--- src/rtl/fetch_pkg.sv ---
// Shared types and defaults for the instruction-fetch front end.
package fetch_pkg;

  localparam int unsigned DefDataW      = 4;
  localparam int unsigned DefInstrBeats = 3;
  localparam int unsigned DefAddrW      = 10;
  localparam int unsigned DefResetPc    = 0;

  typedef enum logic [1:0] {
    StFetch,
    StIssue,
    StHalt
  } state_e;

  // Width of the beat index: max(1, clog2(beats)).
  function automatic int unsigned beat_width(input int unsigned beats);
    int unsigned w;
    w = $clog2(beats);
    if (w < 1) begin
      w = 1;
    end
    return w;
  endfunction

endpackage

--- src/rtl/fetch_assembler.sv ---
// Collects memory beats into a wide instruction word and tracks the beat index.
module fetch_assembler #(
  parameter int unsigned DATA_W      = 4,
  parameter int unsigned INSTR_BEATS = 3,
  parameter int unsigned BEAT_W      = 2
) (
  input  logic                          clk_i,
  input  logic                          rst_i,
  input  logic                          clear_i,
  input  logic                          we_i,
  input  logic [DATA_W-1:0]             wdata_i,
  output logic [BEAT_W-1:0]             beat_o,
  output logic                          last_o,
  output logic [INSTR_BEATS*DATA_W-1:0] word_o
);

  logic [INSTR_BEATS-1:0][DATA_W-1:0] slot_d, slot_q;
  logic [BEAT_W-1:0]                  beat_d, beat_q;

  assign last_o = (beat_q == BEAT_W'(INSTR_BEATS - 1));
  assign beat_o = beat_q;
  assign word_o = slot_q;

  always_comb begin
    slot_d = slot_q;
    beat_d = beat_q;
    if (clear_i) begin
      beat_d = '0;
    end else if (we_i) begin
      slot_d[beat_q] = wdata_i;
      beat_d         = last_o ? '0 : beat_q + BEAT_W'(1);
    end
  end

  always_ff @(posedge clk_i) begin
    if (rst_i) begin
      slot_q <= '0;
      beat_q <= '0;
    end else begin
      slot_q <= slot_d;
      beat_q <= beat_d;
    end
  end

endmodule

--- src/rtl/fetch_sequencer.sv ---
// Fetch FSM: walks the pc, assembles beats, issues instructions, handles redirect and halt.
module fetch_sequencer
  import fetch_pkg::*;
#(
  parameter int unsigned DATA_W      = DefDataW,
  parameter int unsigned INSTR_BEATS = DefInstrBeats,
  parameter int unsigned ADDR_W      = DefAddrW,
  parameter int unsigned RESET_PC    = DefResetPc
) (
  input  logic                                  clk,
  input  logic                                  rst,
  output logic                                  mem_req,
  output logic [ADDR_W-1:0]                     mem_addr,
  output logic [beat_width(INSTR_BEATS)-1:0]    mem_beat,
  input  logic [DATA_W-1:0]                     mem_data,
  input  logic                                  mem_valid,
  output logic                                  instr_valid,
  input  logic                                  instr_ready,
  output logic [INSTR_BEATS*DATA_W-1:0]         instr_data,
  output logic [ADDR_W-1:0]                     instr_pc,
  input  logic                                  redirect_valid,
  input  logic [ADDR_W-1:0]                     redirect_pc,
  input  logic                                  halt_req,
  output logic                                  halted
);

  localparam int unsigned BeatW = beat_width(INSTR_BEATS);

  state_e            state_d, state_q;
  logic [ADDR_W-1:0] pc_d, pc_q;
  logic [ADDR_W-1:0] instr_pc_d, instr_pc_q;
  logic              mem_req_d, mem_req_q;
  logic              instr_valid_d, instr_valid_q;
  logic              halted_d, halted_q;
  logic              asm_we;
  logic              asm_last;

  fetch_assembler #(
    .DATA_W      (DATA_W),
    .INSTR_BEATS (INSTR_BEATS),
    .BEAT_W      (BeatW)
  ) u_assembler (
    .clk_i   (clk),
    .rst_i   (rst),
    .clear_i (redirect_valid),
    .we_i    (asm_we),
    .wdata_i (mem_data),
    .beat_o  (mem_beat),
    .last_o  (asm_last),
    .word_o  (instr_data)
  );

  always_comb begin
    state_d    = state_q;
    pc_d       = pc_q;
    instr_pc_d = instr_pc_q;
    asm_we     = 1'b0;

    unique case (state_q)
      StFetch: begin
        if (mem_valid) begin
          asm_we = 1'b1;
          if (asm_last) begin
            instr_pc_d = pc_q;
            pc_d       = pc_q + ADDR_W'(1);
            state_d    = StIssue;
          end
        end
      end
      StIssue: begin
        if (instr_ready) begin
          state_d = halt_req ? StHalt : StFetch;
        end
      end
      StHalt: begin
        if (!halt_req) begin
          state_d = StFetch;
        end
      end
      default: state_d = StFetch;
    endcase

    // Redirect overrides everything; a beat arriving this cycle is dropped, and an
    // in-progress ISSUE handshake has already been taken by the consumer.
    if (redirect_valid) begin
      asm_we     = 1'b0;
      pc_d       = redirect_pc;
      instr_pc_d = instr_pc_q;
      state_d    = (state_q == StHalt && halt_req) ? StHalt : StFetch;
    end

    mem_req_d     = (state_d == StFetch);
    instr_valid_d = (state_d == StIssue);
    halted_d      = (state_d == StHalt);
  end

  always_ff @(posedge clk) begin
    if (rst) begin
      state_q       <= StFetch;
      pc_q          <= ADDR_W'(RESET_PC);
      instr_pc_q    <= '0;
      mem_req_q     <= 1'b1;
      instr_valid_q <= 1'b0;
      halted_q      <= 1'b0;
    end else begin
      state_q       <= state_d;
      pc_q          <= pc_d;
      instr_pc_q    <= instr_pc_d;
      mem_req_q     <= mem_req_d;
      instr_valid_q <= instr_valid_d;
      halted_q      <= halted_d;
    end
  end

  assign mem_req     = mem_req_q;
  assign mem_addr    = pc_q;
  assign instr_valid = instr_valid_q;
  assign instr_pc    = instr_pc_q;
  assign halted      = halted_q;

endmodule

--- config.mk ---
export PLATFORM = sky130hd
export DESIGN_NAME = fetch_sequencer
export DESIGN_NICKNAME = d
export VERILOG_FILES = /design/src/rtl/fetch_pkg.sv /design/src/rtl/fetch_assembler.sv /design/src/rtl/fetch_sequencer.sv
export SDC_FILE = /design/constraint.sdc
export NUM_CORES = 1
export LEC_CHECK = 0
export BUFFER_PORTS_ARGS = -buffer_cell sky130_fd_sc_hd__buf_2
export CAP_MARGIN = 0
export CORE_ASPECT_RATIO = 1.4
export CORE_UTILIZATION = 35
export CTS_CLUSTER_DIAMETER = 80
export CTS_CLUSTER_SIZE = 40
export DETAILED_ROUTE_END_ITERATION = 16
export SYNTH_ARGS = -nofsm -noshare
export SYNTH_HDL_FRONTEND = slang
export SYNTH_SLANG_ARGS = --single-unit
--- constraint.sdc ---
create_clock -name clk -period 2.51 [get_ports clk]
set_input_delay 0.251 -clock clk [delete_from_list [all_inputs] [get_ports clk]]
set_output_delay 0.251 -clock clk [all_outputs]
set_load 0.01 [all_outputs]
==> metrics.cfg <==
[status]
outcome = finished clean

[placed_design]
place_congestion = 0.770
numPortBuffers = 56
dpl.hpwl_um = 2690

[sta]
fmax_mhz = 474
setup_tns_ps = 0
slew_viol_final = 0
fin_crit_sh_pct = 84.0
finalSetupViolCount = 0
rsz0062_at_grt = false
slew_headroom_pct = 53.7
finClkSkew_ps = 8.78
hold_viol = 0
fin_crit_ps = 2110
tightest_slew_ps = 694

[synth]
synth_commonest_cells = 39 x dfxtp_1, 38 x nand2_1, 20 x a21oi_1
synth.distinct_cells = 39
synthCells = 185
ys_async_sr_fraction_pct = 0
synth-seq-cells = 39
syn_avg_cell_area_um2 = 8.64
yosysWarningCount = 0
synth_edf_count = 0
ys_seq_area_share_pct = 48.9
ys.flop_type = dfxtp_1
synth.largest_area_cell = dfxtp_1
synth_top_area_share_pct = 48.9
syn-num-nets = 206
netlist_area_um2 = 1600
yosys-top-cells-area = dfxtp_1 49%, nand2_1 8.9%, a21oi_1 6.3%, mux2i_1 6.3%, nor2_1 3.5%
synth.most_common_cell = dfxtp_1

[setup_path]
reg2reg_from = state_q[1]$_SDFF_PP0_
critical_path_class = flip-flop to flip-flop
cp_max_fo = 11
cpMaxStageDelayCell = or4b_1
worstPathCellList = or4b_1, or2_1, or3_1, a31oi_1
cp-start-kind = flip-flop
crit_required_ps = 2720
timing.rr.end = mem_addr[5]$_SDFFE_PP0P_
crit_arrival_ps = 2320
end_kind = flip-flop
reg2reg_setup_slack_ps = 400
cp_slowest_stage_delay_ps = 660
reg2reg_depth = 4

[drt]
route.detailed.drc = 0
drt_iter0_markers = 48
vias = 1471
ant_nets = 0
vias_per_cell = 4.84
drtPass1Iterations = 4
wl_um = 3770
detail_route.wl_per_cell_um = 12.4

[floorplan]
io_pins = 57
die_h_um = 81.9
fp.dieW_um = 59.1
dieArea_um2 = 4840
num_rows = 28
coreArea_um2 = 4310
initial_core_util_pct = 37.1

[clock_tree]
cts_tree = done
holdBufCountCts = 0
htreeDepth = 2
post_cts.repair.setup_buffers = 0
ctsResizeCount = 0
clock_path_buffers = 2
worstSkewPairLatency_ps = 300
cts.clk_slew.worst_paths_ps = 80
cts-root-buf = clkbuf_8
cts_made_buffers = 5
numClockSinks = 39

[cells_and_area]
final_nets = 264
fin_util_pct = 47.8
drive_gt1_share_pct = 29.5
n_antenna_cell = 0
area_delta_synth_final_pct = 28.8

[power]
power_leakage_nw = 0.912
peakVddDrop_uv = 270
powerDensity_nw_per_um2 = 620

[global_route]
grt.overflow.total = 0
grt_pass1_wl_um = 6150
antenna_found_initial = 0
grt_pass1_vias = 1280
track_usage_pct = 17.0
grt_max_degree = 41

[min_path]
hold_depth = 3
hold_start = mem_data[1]
min_to = u_assembler.word_o[9]$_SDFFE_PP0P_
hp-class = input pin to flip-flop

[flow_run]
maxCapViolCount = 0

how the worst max path moves through the flow:
| stage | start | end | slack [ps] | cells past startpoint |
|---|---|---|---|---|
| floorplan | state_q[0]$_SDFF_PP0_ | mem_addr[7]$_SDFFE_PP0P_ | 630 | 6 |
| global placement | state_q[1]$_SDFF_PP0_ | mem_addr[6]$_SDFFE_PP0P_ | 500 | 4 |
| detailed placement | state_q[1]$_SDFF_PP0_ | mem_addr[5]$_SDFFE_PP0P_ | 420 | 4 |
| CTS | state_q[1]$_SDFF_PP0_ | mem_addr[5]$_SDFFE_PP0P_ | 400 | 4 |
| global route | state_q[1]$_SDFF_PP0_ | mem_addr[5]$_SDFFE_PP0P_ | 280 | 4 |
| finish | state_q[1]$_SDFF_PP0_ | mem_addr[5]$_SDFFE_PP0P_ | 400 | 4 |
per-stage QoR:
stage          area (µm²)  hold slack (ps)  worst slack (ps)  total power (W)  instances
2_1_floorplan        1600              339               633         0.000710        185
3_3_place_gp         1940              448               499         0.000754        296
3_5_place_dp         1940              447               424         0.000754        296
4_1_cts              2060              207               397          0.00129        304
5_1_grt              2060              205               279          0.00134        304
6_report             2060              210               402          0.00128        304
logic make-up (layout without fill, tap and decap cells):
family | count (synthesis) | in the layout | share of synthesized area (%)
fa+ha+maj | 1 | 1 | 0.783
simple gates | 81 | 81 | 24.5
xor+xnor | 2 | 2 | 1.10
mux | 10 | 10 | 6.26
flops | 39 | 39 | 48.9
buf+inv | 13 | 72 | 3.76
compound gates | 39 | 39 | 14.7
state kept, by name (all words and copies together) (netlist names):
signal	flops
u_assembler.word_o	12
instr_pc	10
mem_addr	10
state_q	2
u_assembler.beat_o	2
halted	1
instr_valid	1
mem_req	1
layout by cell type (no fill, tap or decap), types with 2 or more instances in the layout:
master	instances
nor2_1	15
nor4_1	4
or3_1	3
a21oi_1	20
and3_1	2
mux2i_1	10
buf_4	5
xor2_1	2
o21ai_0	2
nand2_1	38
inv_1	2
clkbuf_8	5
dfxtp_1	39
a211oi_1	4
o211ai_1	3
a31oi_1	5
nor3b_1	2
nand3_1	3
a22oi_1	2
buf_2	56
metal layers:
layer	part of all wire [%]	global-route usage, %	vias to the layer above
met2	46	25.7	37
li1	-	-	764
met4	1.4	5.71	0
met3	4.8	5.20	5
met1	47	22.8	665
met5	0	0	-
layout make-up:
class                      count  area [µm²]
clock inverter                 3        47.5
inverter                       3        11.3
multi-input combinational    133         757
tap                           60        75.1
fill                         441        2250
timing repair buffer          61         318
clock buffer                   5        68.8
sequential                    39         781
critical path: cells and delay by family (launching register included):
kind,cells,cell delay [ps]
and+or+nand+nor,3,1500
DFF,1,360
AOI/OAI and AO/OA,1,160
report_power, final:
part | internal, W | switching [W]
clock network | 0.000301 | 0.000236
registers | 0.000632 | 0.0000174
logic | 0.0000397 | 0.0000487
total | 0.000973 | 0.000302
(Power assumes the default switching activity.)
